===== src/rtl/regfile_wb_arbiter.sv =====
// regfile_wb_arbiter: shares the register-file write port between the
// pipeline writeback (source A, never back-pressured) and a long-latency
// result source (source B, valid/ready) buffered in a small FIFO.
// A starvation counter raises a one-cycle stall_req so queued B results
// always drain.
// Optional build macro WB_BYPASS_EN: when the FIFO is empty, no stall is
// pending and the slot is not A-active, a valid B result is written in the
// same cycle straight from b_* instead of being queued.
module regfile_wb_arbiter #(
  parameter int DEPTH    = 4,
  parameter int MAX_WAIT = 8
) (
  input  logic                         clock,
  input  logic                         reset,
  input  logic                         a_wen,
  input  logic [4:0]                   a_wa,
  input  logic [31:0]                  a_wd,
  input  logic                         a_fp,
  input  logic                         b_valid,
  output logic                         b_ready,
  input  logic [4:0]                   b_wa,
  input  logic [31:0]                  b_wd,
  input  logic                         b_fp,
  output logic                         rf_wen,
  output logic [4:0]                   rf_wa,
  output logic [31:0]                  rf_wd,
  output logic                         rf_fp,
  output logic                         stall_req,
  output logic [$clog2(DEPTH+1)-1:0]   b_count
);

  localparam int PW = $clog2(DEPTH);
  localparam int CW = $clog2(DEPTH + 1);
  localparam int WW = $clog2(MAX_WAIT + 1);

  // Handshake: a B result transfers on a rising clock edge when b_valid and
  // b_ready are both high; b_ready depends only on FIFO fullness (and is
  // held low during reset), never on b_valid.

  // Entry layout: {fp, wa[4:0], wd[31:0]}
  logic [37:0]   mem_q [DEPTH];
  logic [PW-1:0] wr_ptr_q, wr_ptr_d;
  logic [PW-1:0] rd_ptr_q, rd_ptr_d;
  logic [CW-1:0] count_q, count_d;
  logic [WW-1:0] wait_q, wait_d;
  logic          stall_q, stall_d;

  logic          empty, full, a_act, head_grant, push, pop, bypass;
  logic [37:0]   head;

  assign empty = (count_q == '0);
  assign full  = (count_q == CW'(DEPTH));
  // A is ignored while reset is asserted so the write port stays quiet.
  assign a_act = reset && a_wen && (a_wa != 5'd0);
  assign head  = mem_q[rd_ptr_q];

  // A pending stall overrides A (the pipeline re-presents A next cycle).
  assign head_grant = !empty && (stall_q || !a_act);
  assign pop        = head_grant;

`ifdef WB_BYPASS_EN
  assign bypass = reset && empty && !stall_q && !a_act && b_valid;
`else
  assign bypass = 1'b0;
`endif

  // When bypassing, the FIFO is empty so b_ready is already high.
  assign b_ready = reset && !full;
  assign push    = b_valid && b_ready && !bypass;

  // Write-port mux: stall-forced head, then A, then FIFO head, then bypass.
  always_comb begin
    rf_wen = 1'b0;
    rf_wa  = 5'd0;
    rf_wd  = 32'd0;
    rf_fp  = 1'b0;
    if (head_grant) begin
      rf_wen = 1'b1;
      rf_fp  = head[37];
      rf_wa  = head[36:32];
      rf_wd  = head[31:0];
    end else if (a_act) begin
      rf_wen = 1'b1;
      rf_wa  = a_wa;
      rf_wd  = a_wd;
      rf_fp  = a_fp;
    end else if (bypass) begin
      rf_wen = 1'b1;
      rf_wa  = b_wa;
      rf_wd  = b_wd;
      rf_fp  = b_fp;
    end
  end

  // Next-state for pointers, occupancy, starvation counter and stall.
  always_comb begin
    wr_ptr_d = wr_ptr_q;
    rd_ptr_d = rd_ptr_q;
    count_d  = count_q;
    wait_d   = wait_q;
    stall_d  = 1'b0;
    if (push) wr_ptr_d = wr_ptr_q + PW'(1);
    if (pop)  rd_ptr_d = rd_ptr_q + PW'(1);
    case ({push, pop})
      2'b10:   count_d = count_q + CW'(1);
      2'b01:   count_d = count_q - CW'(1);
      default: count_d = count_q;
    endcase
    if (empty || pop) begin
      wait_d = '0;
    end else if (wait_q != WW'(MAX_WAIT)) begin
      wait_d = wait_q + WW'(1);
    end
    stall_d = !empty && !pop && (wait_q == WW'(MAX_WAIT - 1));
  end

  // Control state registers with asynchronous flush.
  always_ff @(posedge clock or negedge reset) begin
    if (!reset) begin
      wr_ptr_q <= '0;
      rd_ptr_q <= '0;
      count_q  <= '0;
      wait_q   <= '0;
      stall_q  <= 1'b0;
    end else begin
      wr_ptr_q <= wr_ptr_d;
      rd_ptr_q <= rd_ptr_d;
      count_q  <= count_d;
      wait_q   <= wait_d;
      stall_q  <= stall_d;
    end
  end

  // FIFO storage; contents are only meaningful below the occupancy count.
  always_ff @(posedge clock) begin
    if (push) mem_q[wr_ptr_q] <= {b_fp, b_wa, b_wd};
  end

  assign stall_req = stall_q;
  assign b_count   = count_q;

endmodule

===== config.mk =====
export PLATFORM = sky130hd
export DESIGN_NAME = regfile_wb_arbiter
export DESIGN_NICKNAME = d
export VERILOG_FILES = /design/src/rtl/regfile_wb_arbiter.sv
export SDC_FILE = /design/constraint.sdc
export NUM_CORES = 1
export LEC_CHECK = 0
export CAP_MARGIN = 20
export CORE_ASPECT_RATIO = 0.8
export CORE_MARGIN = 4
export CORE_UTILIZATION = 50
export DETAILED_ROUTE_END_ITERATION = 12
export PLACE_DENSITY = 0.8
export SETUP_SLACK_MARGIN = 0.15
export SYNTH_ARGS = -nofsm -noshare
export SYNTH_HDL_FRONTEND = slang
export SYNTH_SLANG_ARGS = --single-unit

===== constraint.sdc =====
create_clock -name clock -period 2.4 [get_ports clock]
set_input_delay 0.6 -clock clock [delete_from_list [all_inputs] [get_ports clock]]
set_output_delay 0.6 -clock clock [all_outputs]
set_load 0.05 [all_outputs]

======== After elaboration in Yosys (flattened, before gate mapping) ========
Memories as Yosys holds them, arrays and structs flattened.
Index checks and enable logic that the tools add are counted.
storage, ports and cells
  input port bits ......................... 80
  register bits after elaboration ......... 12
  RAM bits ................................ 152
  latch bits .............................. 0
  output and inout bits ................... 44
  memory bits (read-only) ................. 0
  memories kept ........................... 1
operators by class
  reductions and logical operators ........ 17
  multiplexer cells ....................... 13
  eq/ne operators ......................... 5
  bitwise operators ....................... 0
  add/subtract/negate cells ............... 5
  shifts and indexed selects .............. 0
  order comparisons ....................... 0
  divide/modulo/power cells ............... 0
  multiply operators ...................... 0
memory list
  memory  depth  width  rd ports  clocked after memory_dff  write ports  line  source
  mem_q   4      38     1         0                         1            41    logic [37:0] mem_q [DEPTH];
operator list
  kind                                                 count
  2-to-1 mux 32 bit                                    2
  2-to-1 mux 5 bit                                     2
  2-to-1 mux 4 bit                                     2
  logical AND 1 bit                                    7
  2-to-1 mux 1 bit                                     6
  case mux 3 bit (2 select lines)                      1
  nonzero test 5 bit                                   1
  adder 2 x 1 -> 2 bit, second input constant          2
  adder 4 x 1 -> 4 bit, second input constant          1
  equality test 4 x 3 -> 1 bit, second input constant  1
  logical NOT 1 bit                                    4
  != test 4 bit, second input constant                 1
  nonzero test 2 bit                                   2
  adder 3 x 1 -> 3 bit, second input constant          1
  equality test 3 bit, second input constant           1
  logical NOT 3 bit                                    1
  subtractor 3 x 1 -> 3 bit, second input constant     1
  equality test 2 x 1 -> 1 bit, second input constant  1
  equality test 2 bit, second input constant           1
  logical OR 1 bit                                     2

======== Longest topological paths before layout ========
Gate-level depths: netlist (run 1).
  word-level depth ........................ 8
  mapped depth ............................ 10
  gate-level depth less buffers ........... 10

======== Worst setup path after synthesis (run 1) ========
No wires, ideal clock.
  path kind ............................... register to register
  start ................................... register count_q[0], in the netlist b_count[0]
  end ..................................... memory mem_q[0][0] (enable)
  path slack .............................. -999 ps
  arrival time ............................ 2999 ps
  stages on the path, launching flop included .. 4
  cells stage by stage .................... dfrtp_1 -> inv_1 -> a31oi_1 -> and3_1
between the ends
  word-level cells in the longest chain between the ends .. 6
RTL lines
  what                                    line  source
  start, declared                         44    logic [CW-1:0] count_q, count_d;
  start signal, assigned                  128   count_q <= count_d;
  equality test 3 bit                     52    assign full = (count_q == CW'(DEPTH));
  logical NOT 1 bit                       68    assign b_ready = reset && !full;
  logical AND 1 bit                       68
  via b_ready                             20    output logic b_ready,
  logical AND 1 bit                       69    assign push = b_valid && b_ready && !bypass;
  2-to-1 mux 1 bit                        136   if (push) mem_q[wr_ptr_q] <= {b_fp, b_wa, b_wd};
  2-to-1 mux 1 bit (implied by the code)  136
  end, declared                           41
The timed path passes the listed nets, and every way through them passes these cells.

======== Worst setup path after layout (run 1) ========
  start ................................... input port a_wa[1]
  end ..................................... output port rf_wd[30]
between the ends
  word-level cells in the longest chain between the ends .. 6
RTL lines
  what                  line  source
  start, declared       16    input logic [4:0] a_wa,
  nonzero test 5 bit *  54    assign a_act = reset && a_wen && (a_wa != 5'd0);
  logical AND 1 bit *   54
  logical NOT 1 bit     58    assign head_grant = !empty && (stall_q || !a_act);
  logical OR 1 bit      58
  logical AND 1 bit     58
  2-to-1 mux 32 bit *   77    if (head_grant) begin
  end, declared         26    output logic [31:0] rf_wd,
Mark *: on every way between the ends. The rest lies on a longest branch, timed or not.

==> results of run 1 <==
where the power goes:
part	internal, uW	switching (uW)
Clock	1540	1090
Sequential	3500	128
Combinational	3340	3110
Total	8380	4330
routing by layer:
metal | part of all wire, % | routed length (microns)
met1 | 40 | 6080
met2 | 52 | 7900
met3 | 6.1 | 929
met4 | 1.4 | 206
met5 | 0 | 0
path summary, 6_finish.rpt:
check,endpoint,slack [ns],cells after the start
max in group asynchronous,rd_ptr_q[0],2.08,2
max reg2reg,b_count[2],0.29,12
min,rd_ptr_q[1],0.15,2
min in group clock,stall_req,0.52,1
max,rf_wd[30],-0.28,10
min reg2reg,stall_req,0.52,1
worst max-delay path, delay by kind of cell:
| family | cells | cell delay [ns] |
|---|---|---|
| AND/OR/NAND/NOR | 2 | 0.14 |
| AO/OA/AOI/OAI | 2 | 0.56 |
| buffers and inverters | 6 | 0.77 |
kinds of logic after synthesis:
group | Yosys count
DFF | 164
AOI/OAI and AO/OA | 47
muxes | 40
and+or+nand+nor | 26
buffers and inverters | 25
xor gates and xnor gates | 8
adders and majority gates | 8
layout make-up:
cell class,count,area [sq um]
clock buffer,18,429
clock inverter,14,153
fill,664,2880
inverter,9,36.3
multi-input combinational,130,2000
sequential,164,4870
tap,175,219
timing repair buffer,172,2280
registers in the layout, summed over array words and instances, names as in the netlist:
signal and count:
mem_q 152, wait_q 4, b_count 3, rd_ptr_q 2, wr_ptr_q 2, stall_req 1
through the flow:
step                      util [%]  hold slack, ns  cell area [sq um]  power (uW)  TNS (ns)
after global routing          77.6           0.142               9990       13200    -10.59
after global placement        68.3           0.497               8800        9310    -40.91
after detailed placement      68.3           0.514               8800        9390    -50.30
after floorplan                  -           0.304               6670        6840         0
final                         77.6           0.148               9990       12700     -8.15
after CTS                     77.1           0.123               9920       12700     -8.50
repair_timing:
action | in CTS | in global routing
setup buffers | 13 | 2
gates resized for setup | 91 | 12
gates cloned | 3 | 0
endpoints found under the setup margin | 46 | 40
pin swaps | 19 | 8
cells in the final DEF (no fill, tap or decap), drive strengths merged, types with 2 or more instances in the layout:
master         Yosys  routed
nor3               3       3
clkbuf             4      18
a22o              38      38
inv                9      12
mux4              38      38
edfxtp           152     152
clkdlybuf4s50      0      72
and3               4       4
dfrtp             12      12
ha                 7       7
nand2              8       8
o21ai              2       2
clkinvlp           0       7
xor2               5       5
nor2               8       8
clkinv             0       2
buf               12      96
a21oi              3       4
bufinv             0       2
dlygate4sd2        0       4
xnor2              3       3
==> reports/metrics.csv, run 1 <==
metric;value;unit
status;finished, violations left;
failing checks;setup timing;
htree depth;4;
gpl congestion;0.722;
pwr dens;1270;nW/um^2
share of layout cells above drive strength 1;45.4;%
Chip Height;111;microns
Inserted Clock Buffers;17;
GRT busiest layer;met2;
synthesized flop and latch total;164;
core area;12900;sq um
Pins Over Slew Limit;0;
grt met2 use;35.5;%
placed insts;632;
worst hold path type;input port to asynchronous set/reset pin;
sequential element share of the synthesized area;73.9;%
Distinct cells, synth;30;
crit share post-route;112;%
cts hold-fix bufs;0;
crit path max fanout;3;
routed vias;3813;
Mapped Nets;406;
Nets;582;
Starting Density;51.2;%
FP Rows;37;
Crit path required time;1.80;ns
ys async rst share;7.32;%
worst-path cell chain;buf_2 > nor3_4 > buf_6 > a211oi_4 > nor2_4 > buf_12 > buf_6 > buf_4 > a22o_4 > buf_12;
Peak Freq;0.373;GHz
DRT Pass-1 Iters;4;
first-pass GRT wire length;23400;microns
Overflow after GRT;0;
relative slew slack;67.0;%
CTS root buf;clkbuf_16;
diode count;0;
top-count cell post-synth;edfxtp_1;
pin count of the biggest net entering global routing;21;
clk_lat worst skew;0.42;ns
final cell count without fillers;682;
Crit path largest cell delay;0.31;ns
IO buf count;123;
dpl hpwl;8960;microns
Yosys warnings;0;
number of max-cap violations;0;
Routed WL;15100;microns
Area Growth Syn to Fin;51.7;%
skew final;0.00793;ns
Yosys top cell area share;69.3;%
Synth area leaders;edfxtp_1, mux4_2, a22o_1, dfrtp_1, ha_1;
CP Class;input port to output port;
die boundary width;136;microns
DRT iter0 DRCs;287;
Critical path origin;a_wa[1];
Synth Instances;318;
Place WS;-0.915;ns
Die Area;15100;sq um
top cell type by total area after synthesis;edfxtp_1;
number of enable flip-flop cells after synthesis;152;
Routed WL per cell;22.2;microns
main combinational cell family by area after synthesis;multiplexers;
CP Launch Type;input port;
Synth top cells by count;edfxtp_1, a22o_1, mux4_2;
CTS tree;built;
final hold vios;0;
Synth Flop Type;edfxtp_1;
vias in the first global route;4116;
adder-cell area share of the yosys netlist;1.63;%
clock tree sinks;164;
met3 Use GR;4.90;%
post-synthesis compound-gate area fraction;6.12;%
Worst Setup End Kind;output port;
setup ws final;-0.279;ns
cell area after synthesis;6590;sq um
crit path DAT;2.08;ns
initial antenna violation count;0;
Synth Area in XOR/XNOR;1.06;%
Synth Area per Inst;20.7;sq um
CTS clock-pin slew for the worst setup and hold paths;0.06;ns
GRT Overall Usage;21.2;%
mux share of post-synthesis cell area;13.3;%
fin crit period;2.68;ns
GR met1 Demand/Resource;27.3;%
Worst Tran Pin Value;0.497;ns
IO Pins;124;
Simple-Gate Fraction of Synth Area;1.90;%
unrepaired setup endpoints after global routing;true;
antenna-violating nets left;0;
peak supply drop;0.816;mV
DR DRC count;0;
Critical-path top delay cell;a211oi_4;
Crit Reg-Reg Startpoint;b_count[0];
Final setup violation count;38;
clk buf depth;2;
via-per-instance ratio;5.59;
Pleak;0.00359;uW
(Power assumes the default switching activity.)
==> run 2, diff against run 1 <==
Settings changed: PLACE_DENSITY 0.8 to 0.84.
==> run 2 against run 1 <==
Against the previous run: the run still ends with setup timing left; power grew 5.8%; final cell count grew 2.6%; clock power rose by 9.9%; flip-flop and latch count stayed put; critical path depth unchanged; sequential share of layout area down 2.1 points; critical endpoint is now rf_wd[27]; worst hold slack improved by 0.025 ns; via count increased by 7.2%; critical path type unchanged; first-iteration DRC count up 46%; combinational power is 7.0% higher.
==> reports/metrics.csv, run 2 (synthesis gave the netlist of run 1 again) <==
metric;value;unit
crit path DAT;2.09;ns
Area Growth Syn to Fin;58.4;%
clock tree sinks;164;
CTS root buf;clkbuf_16;
commonest cells after routing, fill and taps aside;edfxtp_1, clkdlybuf4s50_1, buf_12;
clock share of power;21.5;%
core area;12900;sq um
Inserted Clock Buffers;17;
fin crit period;2.69;ns
Fillers;600;
fraction of power spent switching nets;34.3;%
Pins Over Slew Limit;0;
antenna-violating nets left;0;
fin util;81.1;%
CTS clock-pin slew for the worst setup and hold paths;0.07;ns
via-per-instance ratio;5.84;
Crit path required time;1.80;ns
IO buf count;123;
first-pass GRT wire length;25900;microns
Chip Height;111;microns
share of layout cells above drive strength 1;47.8;%
CP Launch Type;input port;
Pwr Total;13400;uW
setup ws final;-0.293;ns
vias in the first global route;4357;
die boundary width;136;microns
internal power;8830;uW
htree depth;4;
Register-to-Register Path Depth;12;
FP Rows;37;
Worst Tran Pin Value;0.502;ns
crit path max fanout;4;
R2R Path End;b_count[2];
Crit Reg-Reg Startpoint;b_count[2];
max reg flops;152;
worst hold path type;input port to asynchronous set/reset pin;
Final setup violation count;38;
R2R setup slack;0.14;ns
Storage cell area;4870;sq um
Multi-input gate area;2040;sq um
Pleak;0.00381;uW
Logic pwr share;51.4;%
routed vias;4087;
crit share post-route;112;%
clk_lat worst skew;0.42;ns
Setup crit end;rf_wd[27];
initial antenna violation count;0;
DRT Pass-1 Iters;5;
CP Class;input port to output port;
pin count of the biggest net entering global routing;21;
status;finished, violations left;
relative slew slack;66.7;%
CTS tree;built;
Peak Freq;0.371;GHz
clk buf depth;2;
Reg with most FFs;mem_q;
skew final;0.00498;ns
DR DRC count;0;
Critical path origin;a_wa[2];
IO Pins;124;
Net Switching;4610;uW
unrepaired setup endpoints after global routing;true;
Worst Setup End Kind;output port;
failing checks;setup timing;
Starting Density;51.2;%
final hold vios;0;
Routed WL per cell;26.7;microns
number of max-cap violations;0;
Nets;600;
Die Area;15100;sq um
pwr dens;1290;nW/um^2
leading cell type in the layout, fill and taps excluded;edfxtp_1;
Overflow after GRT;0;
diode count;0;
DRT iter0 DRCs;418;
gpl congestion;0.710;
Routed WL;18700;microns
Seq pwr share;27.1;%
GRT Overall Usage;23.8;%
dpl hpwl;9250;microns
peak supply drop;0.943;mV
-- run 2: cell types whose count changed in the layout (fill, tap and decap cells not counted), sizes merged --
cell | previous run | this run
buf | 96 | 105
bufinv | 2 | 4
clkinv | 2 | 5
clkinvlp | 7 | 3
clkbuf | 18 | 26
-- run 2: layout make-up --
cell class | count | share of cell area (%)
timing repair buffer | 190 | 25.3
clock inverter | 15 | 1.95
tap | 175 | 2.10
clock buffer | 17 | 4.08
sequential | 164 | 46.7
inverter | 9 | 0.324
multi-input combinational | 130 | 19.5
-- run 2: per-stage QoR --
stage                     worst slack, ns  setup TNS [ns]  hold WS (ns)  instances  cell area [sq um]
after floorplan                     0.103               0         0.304        318               6670
after global routing               -0.334          -11.38         0.165        700              10400
final                              -0.293           -9.60         0.173        700              10400
after detailed placement           -0.914          -46.83         0.505        630               8790
after global placement             -0.844          -43.82         0.489        630               8790
after CTS                          -0.263           -8.87         0.263        684              10100
-- run 2: worst min path at each step --
stage / end / from / cells after the start / slack (ns)
4_1_cts: b_count[1] / reset / 2 / 0.26
5_1_grt: wr_ptr_q[1] / reset / 2 / 0.16
3_5_place_dp: stall_req / wait_q[3] / 1 / 0.50
6_report: stall_req / reset / 2 / 0.17
3_3_place_gp: stall_req / wait_q[3] / 1 / 0.49
2_1_floorplan: b_count[0] / reset / 0 / 0.30
-- run 2: layer usage --
metal	part of all wire (%)	global-route usage (%)
met1	36	28.0
met2	54	42.1
met3	7.4	5.90
met4	2.8	8.73
met5	0	0
-- run 2: power by group through the flow --
stage,Sequential (uW),Clock (uW),Combinational [uW]
after global placement,3640,0,5630
after global routing,3660,3060,7170
after floorplan,3730,0,3110
after detailed placement,3680,0,5710
after CTS,3630,2900,6370
final,3650,2890,6900
-- run 2: critical path, stage by stage --
cell	delay, ns
buf_8	0.10
nor3_4	0.23
buf_4	0.15
a21o_4	0.14
buf_12	0.11
a21oi_4	0.03
buf_12	0.15
clkbuf_16	0.16
a22o_4	0.26
buf_12	0.14
-- run 2: what timing repair did --
item / in CTS / in global routing
hold buffers: 0 / 0
endpoints found under the hold margin: 0 / 0
resized for setup: 74 / 35
setup endpoints to repair: 46 / 42
pin swaps: 14 / 16
cloned: 7 / 6
setup buffers: 15 / 10
